## src/rtl/pwm_pkg.sv

```systemverilog
// Shared constants, register-select type and address decode for the
// double-buffered multi-channel PWM controller.
package pwm_pkg;

  localparam int CNT_W_DEF  = 8;
  localparam int ADDR_W_DEF = 3;

  localparam int unsigned ADDR_DUTY0 = 0;
  localparam int unsigned ADDR_TOP   = 4;
  localparam int unsigned ADDR_EN    = 5;
  localparam int unsigned ADDR_CTRL  = 6;

  localparam logic [CNT_W_DEF-1:0] TOP_RST = 8'hFF;

  typedef enum logic [2:0] {
    SEL_NONE,
    SEL_DUTY,
    SEL_TOP,
    SEL_EN,
    SEL_CTRL
  } reg_sel_e;

  // Unsigned subtraction wraps for addresses below the duty base, so one compare covers the range.
  function automatic reg_sel_e decode_addr(input int unsigned addr, input int unsigned num_ch);
    reg_sel_e sel;
    sel = SEL_NONE;
    if ((addr - ADDR_DUTY0) < num_ch) sel = SEL_DUTY;
    else if (addr == ADDR_TOP)        sel = SEL_TOP;
    else if (addr == ADDR_EN)         sel = SEL_EN;
    else if (addr == ADDR_CTRL)       sel = SEL_CTRL;
    return sel;
  endfunction

endpackage

```

## src/rtl/pwm_channel.sv

```systemverilog
// One PWM channel: staging and active duty registers, the comparator
// against the shared counter, and the registered output.
module pwm_channel
  import pwm_pkg::*;
#(
  parameter int CNT_W = CNT_W_DEF
) (
  input  logic             clk,
  input  logic             rst_n,
  input  logic             wr_duty,
  input  logic [CNT_W-1:0] wr_data,
  input  logic             load,
  input  logic             run,
  input  logic             en,
  input  logic [CNT_W-1:0] cnt,
  output logic             pwm_out
);

  logic [CNT_W-1:0] duty_stage_q, duty_stage_d;
  logic [CNT_W-1:0] duty_act_q, duty_act_d;
  logic             pwm_q, pwm_d;

  always_comb begin
    duty_stage_d = wr_duty ? wr_data : duty_stage_q;
    duty_act_d   = load ? duty_stage_q : duty_act_q;
    pwm_d        = run & en & (cnt < duty_act_q);
  end

  always_ff @(posedge clk or negedge rst_n) begin
    if (!rst_n) begin
      duty_stage_q <= '0;
      duty_act_q   <= '0;
      pwm_q        <= 1'b0;
    end else begin
      duty_stage_q <= duty_stage_d;
      duty_act_q   <= duty_act_d;
      pwm_q        <= pwm_d;
    end
  end

  assign pwm_out = pwm_q;

endmodule

```

## src/rtl/pwm_sched_ctrl.sv

```systemverilog
// Multi-channel PWM controller: shared period counter, register write decode
// and double-buffered TOP/EN registers; per-channel duty lives in pwm_channel.
module pwm_sched_ctrl
  import pwm_pkg::*;
#(
  parameter int NUM_CH = 4,
  parameter int CNT_W  = CNT_W_DEF,
  parameter int ADDR_W = ADDR_W_DEF
) (
  input  logic              clk,
  input  logic              rst_n,
  input  logic              wr_en,
  input  logic [ADDR_W-1:0] wr_addr,
  input  logic [CNT_W-1:0]  wr_data,
  output logic [NUM_CH-1:0] pwm_out,
  output logic [CNT_W-1:0]  cnt_o,
  output logic              period_sync,
  output logic              running
);

  logic [CNT_W-1:0]  cnt_q, cnt_d;
  logic [CNT_W-1:0]  top_stage_q, top_stage_d;
  logic [CNT_W-1:0]  top_act_q, top_act_d;
  logic [NUM_CH-1:0] en_stage_q, en_stage_d;
  logic [NUM_CH-1:0] en_act_q, en_act_d;
  logic              run_q, run_d;
  logic [NUM_CH-1:0] duty_wr;
  reg_sel_e          sel;
  logic              wrap;
  logic              load;

  always_comb begin
    sel         = wr_en ? decode_addr(32'(wr_addr), NUM_CH) : SEL_NONE;
    top_stage_d = top_stage_q;
    en_stage_d  = en_stage_q;
    run_d       = run_q;
    duty_wr     = '0;
    case (sel)
      SEL_TOP:  top_stage_d = wr_data;
      SEL_EN:   en_stage_d  = wr_data[NUM_CH-1:0];
      SEL_CTRL: run_d       = wr_data[0];
      default:  ;
    endcase
    for (int i = 0; i < NUM_CH; i++) begin
      duty_wr[i] = (sel == SEL_DUTY) && ((32'(wr_addr) - ADDR_DUTY0) == 32'(i));
    end

    // While stopped the active copies track staging every cycle; while running only at the wrap.
    wrap      = run_q && (cnt_q == top_act_q);
    load      = !run_q || wrap;
    top_act_d = load ? top_stage_q : top_act_q;
    en_act_d  = load ? en_stage_q : en_act_q;

    cnt_d = '0;
    if (run_q && run_d && !wrap) cnt_d = cnt_q + 1'b1;
  end

  always_ff @(posedge clk or negedge rst_n) begin
    if (!rst_n) begin
      cnt_q       <= '0;
      top_stage_q <= CNT_W'(TOP_RST);
      top_act_q   <= CNT_W'(TOP_RST);
      en_stage_q  <= '0;
      en_act_q    <= '0;
      run_q       <= 1'b0;
    end else begin
      cnt_q       <= cnt_d;
      top_stage_q <= top_stage_d;
      top_act_q   <= top_act_d;
      en_stage_q  <= en_stage_d;
      en_act_q    <= en_act_d;
      run_q       <= run_d;
    end
  end

  for (genvar i = 0; i < NUM_CH; i++) begin : g_ch
    pwm_channel #(
      .CNT_W(CNT_W)
    ) u_ch (
      .clk    (clk),
      .rst_n  (rst_n),
      .wr_duty(duty_wr[i]),
      .wr_data(wr_data),
      .load   (load),
      .run    (run_q),
      .en     (en_act_q[i]),
      .cnt    (cnt_q),
      .pwm_out(pwm_out[i])
    );
  end

  assign cnt_o       = cnt_q;
  assign period_sync = wrap;
  assign running     = run_q;

endmodule

```

## config.mk

```make
export PLATFORM = sky130hd
export DESIGN_NAME = pwm_sched_ctrl
export DESIGN_NICKNAME = d
export VERILOG_FILES = /design/src/rtl/pwm_pkg.sv /design/src/rtl/pwm_channel.sv /design/src/rtl/pwm_sched_ctrl.sv
export SDC_FILE = /design/constraint.sdc
export NUM_CORES = 1
export LEC_CHECK = 0
export BUFFER_PORTS_ARGS = -buffer_cell sky130_fd_sc_hd__buf_2
export CAP_MARGIN = 10
export CORE_MARGIN = 3
export CORE_UTILIZATION = 55
export DETAILED_ROUTE_END_ITERATION = 16
export PLACE_DENSITY = 0.73
export SLEW_MARGIN = 20
export SYNTH_ARGS = -nofsm -noshare
export SYNTH_HDL_FRONTEND = slang
export SYNTH_HIERARCHICAL = 1
export SYNTH_SLANG_ARGS = --single-unit
```

## constraint.sdc

```tcl
create_clock -name clk -period 2 [get_ports clk]
set_clock_uncertainty 0.15 [all_clocks]
set_input_delay 0.3 -clock clk [delete_from_list [all_inputs] [get_ports clk]]
set_output_delay 0.3 -clock clk [all_outputs]
set_load 0.01 [all_outputs]
```

Yosys cells after proc, flatten, opt, wreduce, memory -nomap -nowiden
Index checks and enable logic that the tools add are counted.
- add/subtract/negate cells: 1
- order comparisons: 5
- equality and inequality tests: 11
- muxes and demuxes: 7
- bitwise gates (word level): 8
- reductions and logical operators: 11
- operators by type and width (cell ; count):
    $logic_not A32 Y1 ; 1
    $lt A8 B8 Y1 ; 4
    $mux W3 ; 5
    $eq A3 B2 Y1 const B ; 4
    $eq A3 B3 Y1 const B ; 4
    $add A8 B1 Y8 const B ; 1
    $and A1 B1 Y1 ; 8
    $eq A8 B8 Y1 ; 1
    $mux W8 ; 1
    $logic_and A1 B1 Y1 ; 7
    $eq A3 B1 Y1 const B ; 2
    $lt A3 B3 Y1 const B ; 1
    $logic_not A1 Y1 ; 2
    $logic_or A1 B1 Y1 ; 1
    $mux W1 ; 1
- register bits: 101
- bits of input ports: 14
- output and inout port bits: 14
- word-level logic and storage cells: 61

Depth between registers and ports, before layout
- depth after elaboration: 11
- depth in mapped cells: 7
- depth with buffers taken out: 5

Hierarchy
The synthesis kept the hierarchy.
- modules (own cells, without submodules) (module ; times used ; cells an instance ; area an instance (um2) ; sequential area each (um2)):
    pwm_channel ; 4 ; 68 ; 789.5 ; 425.4
    pwm_sched_ctrl ; 1 ; 107 ; 1510.2 ; 845.8

Least setup slack after synthesis
OpenSTA, ideal clock, no wires.
- path type: reg-to-reg
- from: register cnt_q[4] (netlist: cnt_o[4])
- to: register g_ch[0].u_ch.duty_act_q[0]
- data arrival time: 1631 ps
- required time: 1725 ps
- path slack: 94 ps
- stages on the path, launching flop included: 6
- path buffers: 1
- clock period less this slack: 1906 ps
- cell sequence: dfrtp_1 > xnor2_1 > nand4_2 > o21ai_4 > buf_12 > mux2_2
- word-level cells in the longest chain between the ends: 3
- RTL lines (what ; RTL line ; text):
    start, declared ; pwm_sched_ctrl.sv:21 ; logic [CNT_W-1:0] cnt_q, cnt_d;
    start signal, assigned ; pwm_sched_ctrl.sv:67 ; cnt_q <= cnt_d;
    $eq A8 B8 Y1 ; pwm_sched_ctrl.sv:49 ; wrap = run_q && (cnt_q == top_act_q);
    $logic_and A1 B1 Y1 ; pwm_sched_ctrl.sv:49 ;
    $logic_or A1 B1 Y1 ; pwm_sched_ctrl.sv:50 ; load = !run_q || wrap;
    via load ; pwm_sched_ctrl.sv:30 ; logic load;
    end signal, assigned ; pwm_channel.sv:36 ; duty_act_q <= duty_act_d;
    end, declared ; pwm_channel.sv:20 ; logic [CNT_W-1:0] duty_act_q, duty_act_d;
The timed path passes the listed nets, and every way through them passes these cells.
A chain may end at the register's enable or synchronous reset.

Worst setup path in the final report
- from: register top_act_q[7]
- to: register g_ch[1].u_ch.duty_act_q[0]
- word-level cells in the longest chain between the ends: 3
- RTL lines (what ; RTL line ; text):
    start, declared ; pwm_sched_ctrl.sv:23 ; logic [CNT_W-1:0] top_act_q, top_act_d;
    start signal, assigned ; pwm_sched_ctrl.sv:62 ; top_act_q <= CNT_W'(TOP_RST);
    start signal, assigned ; pwm_sched_ctrl.sv:69 ; top_act_q <= top_act_d;
    $eq A8 B8 Y1 ; pwm_sched_ctrl.sv:49 ;
    $logic_and A1 B1 Y1 ; pwm_sched_ctrl.sv:49 ;
    $logic_or A1 B1 Y1 ; pwm_sched_ctrl.sv:50 ;
    end signal, assigned ; pwm_channel.sv:36 ;
    end, declared ; pwm_channel.sv:20 ;
No other way between the ends.

==> metrics.csv <==
stage;metric;value;unit
global_routing;grt_usage;22.3;%
global_routing;overflow;0;
cts;clk_path_buf_depth;2;
routing;routed_wl;10200;µm
yosys;synth_cell_types;32;
timing;finalHoldViolCount;0;
global_routing;grt_max_degree;38;
yosys;synth_top_cell_area_share;45.6;%
cts;root_buffer;clkbuf_8;
yosys;synthSimpleGateAreaFrac;7.67;%
yosys;synth_fa_ha_area_share;7.77;%
die;start_util;58.6;%
worst_hold_path;min_path_type;in -> reg;
setup_path;crit_fanout;11;
yosys;synth_edf_count;0;
setup_path;startpoint_type;flip-flop;
timing;max_clock_freq;0.487;GHz
die;core;0.00797;mm²
timing;worst_pin_slew;0.502;ns
timing;setup_viol;12;
routing;wl_per_cell;18.7;µm
timing;fin_ws;-0.0516;ns
die;fp.dieArea;0.00963;mm²
place;gp_congestion;0.796;
cells_and_area;drive_above_1_share;36.3;%
yosys;yosysWarnings;6;
routing;vias;3048;
cells_and_area;final_cell_area;0.00538;mm²
cells_and_area;final_nets;482;
place;io_buffer_count;27;
yosys;synth_top_flop_cell;dfrtp_1;
power_and_ir_drop;p_per_area;1170;mW/mm²
yosys;syn_area;0.00467;mm²
setup_path;cp_cell_sequence;xnor2_2 > nand4_2 > buf_4 > o21ai_4 > buf_12 > mux2_2;
place;dpl_cell_area;0.00505;mm²
yosys;synth_compound_area_share;7.29;%
place;dp_hpwl;7060;µm
cts;clkSinkCount;101;
global_routing;grt_pass1_wl;16600;µm
status;status;complete, but fails checks;
routing;viasPerCell;5.59;
cts;clk_latency;0.35;ns
setup_path;crit_family;flip-flops;
setup_path;cpPeakStageDelay;0.57;ns
setup_path;critPathCaptureType;flip-flop;
cells_and_area;postLayoutCoreUtil;67.5;%
routing;firstDrtPassIters;4;
cts;htree_levels;3;
global_routing;antenna_found_initial;0;
yosys;synthArstFlopShare;100;%
setup_path;crit_path_top_delay_cell;dfstp_2;
timing;hold-worst-slack;0.126;ns
die;die_h;98.1;µm
setup_path;crit_required;2.09;ns
cells_and_area;syn2layout_area_growth;15.2;%
yosys;ys_ff_latch;101;
cells_and_area;diodes;0;
die;io_pins;28;
timing;rsz0062_at_grt;yes;
routing;drtAntennaViolNets;0;
timing;slew_headroom;66.6;%
setup_path;worstSetupPathType;reg -> reg;
yosys;yosysSeqAreaShare;54.6;%
cells_and_area;layout_commonest_cell;dfrtp_1;
place;dp.cells;520;
job;cap_violations;0;
die;num_rows;32;
cells_and_area;stdcell_count;545;
setup_path;crit_buf_inv;2;
power_and_ir_drop;finalPower;6.29;mW
power_and_ir_drop;vdd_drop_max;0.000508;V
yosys;syn_avg_cell_area;12.3;µm²
timing;slew_viol_final;0;
status;violations;negative setup slack;
yosys;syn_nets;422;
global_routing;grt_pass1_vias;3067;
cts;cts_buffers;9;
cells_and_area;nFillCells;597;
timing;period_share;103;%
die;die_w;98.1;µm
cells_and_area;final_cell_mix;85 x dfrtp_1, 52 x mux2_2, 36 x o21ai_0;
yosys;synthTopCellsByArea;dfrtp_1 46%, mux2_2 13%, dfstp_2 9.0%;
yosys;synth_cells;379;
yosys;synthMuxAreaShare;15.4;%
timing;fin_crit;2.05;ns
routing;drt-initial-drc-count;138;
cts;path_clk_slew;0.09;ns
cts;cts_tree;built;
power_and_ir_drop;p_leak;2.56;nW
yosys;yosysTopAreaCell;dfrtp_1;
yosys;synth_top_family_by_area;multiplexers;
yosys;synth_xor_area_share;2.63;%
routing;drc;0;
setup_path;critPathArrivalTime;2.15;ns
==> Yosys cell counts (4+ instances only) <==
| cell type | count |
|---|---|
| dfrtp_1 | 85 |
| nand2_1 | 35 |
| nor2_1 | 18 |
| a211oi_2 | 4 |
| buf_2 | 4 |
| ha_1 | 29 |
| dfstp_2 | 16 |
| nor2b_1 | 4 |
| o2111ai_1 | 4 |
| mux2_4 | 9 |
| a21oi_1 | 4 |
| mux2_2 | 52 |
| o21ai_0 | 36 |
| buf_6 | 4 |
| nand4_1 | 4 |
| xor2_1 | 4 |
| a211oi_1 | 4 |
| inv_1 | 34 |
| xnor2_1 | 10 |
| nand3_1 | 4 |
==> power breakdown <==
group	internal [mW]	switching [mW]
Clock	0.549	0.647
Combinational	1.03	1.02
Sequential	2.73	0.304
==> layout make-up <==
cell class | count | area [µm²] | area share [%]
Clock buffer | 14 | 173 | 3.21
Tap cell | 102 | 128 | 2.37
Multi-Input combinational cell | 234 | 1930 | 35.9
Clock inverter | 1 | 5.00 | 0.0930
Inverter | 34 | 128 | 2.37
Timing Repair Buffer | 59 | 467 | 8.68
Sequential cell | 101 | 2550 | 47.4
==> registers in the layout, summed over array words and instances (netlist names) <==
| signal | count |
|---|---|
| g_ch.u_ch/duty_act_q | 32 |
| g_ch.u_ch/duty_stage_q | 32 |
| cnt_o | 8 |
| top_act_q | 8 |
| top_stage_q | 8 |
| en_act_q | 4 |
| en_stage_q | 4 |
| g_ch.u_ch/pwm_out | 4 |
| running | 1 |
==> through the flow <==
stage,TNS [ns],worst slack [ns]
after floorplan,0,0.0942
after global placement,0,0.107
after detailed placement,0,0.0108
after CTS,-0.0641,-0.0641
after global routing,-2.59,-0.123
final,-0.302,-0.0516
==> worst reg2reg max path, cell delays in order, from the launching register on <==
cell,delay [ns]
dfstp_2,0.57
xnor2_2,0.12
nand4_2,0.16
buf_4,0.18
o21ai_4,0.23
buf_12,0.19
mux2_2,0.34
==> final timing paths <==
| path | depth (start not counted) | from | endpoint | slack (ns) |
|---|---|---|---|---|
| worst min register to register | 2 | g_ch[1].u_ch/duty_stage_q[1] | g_ch[1].u_ch/duty_act_q[1] | 0.34 |
| worst max-delay path | 6 | top_act_q[7] | g_ch[1].u_ch/duty_act_q[0] | -0.05 |
| min in group asynchronous | 2 | rst_n | g_ch[1].u_ch/pwm_out | 0.30 |
| worst max register to register | 6 | top_act_q[7] | g_ch[1].u_ch/duty_act_q[0] | -0.05 |
| worst min-delay path | 2 | wr_data[6] | g_ch[0].u_ch/duty_stage_q[6] | 0.13 |
| max in group asynchronous | 3 | rst_n | top_stage_q[4] | 0.70 |
==> logic make-up (layout without fill, tap and decap cells) <==
| family | after synthesis | after routing |
|---|---|---|
| AO/OA/AOI/OAI | 54 | 54 |
| XOR/XNOR | 14 | 14 |
| adder cells (fa/ha/maj) | 29 | 29 |
| buffers and inverters | 44 | 108 |
| flip-flops | 101 | 101 |
| multiplexers | 61 | 61 |
| AND/OR/NAND/NOR | 76 | 76 |
==> repair_timing <==
action | CTS | global route
hold buffers | 1 | 0
resized for setup | 3 | 7
gates cloned | 1 | 0
endpoints found under the hold margin | 30 | 0
setup endpoints to repair | 2 | 37
buffers inserted | 2 | 6
pin swaps | 3 | 3
==> metal layers <==
layer / share of wire [%] / vias up / track usage, %
li1: - / 1423 / -
met1: 46 / 1525 / 31.4
met2: 48 / 83 / 35.2
met3: 4.9 / 17 / 5.29
met4: 1.1 / 0 / 5.67
met5: 0 / - / 0
Note: power is estimated with default switching activity, not from simulation.
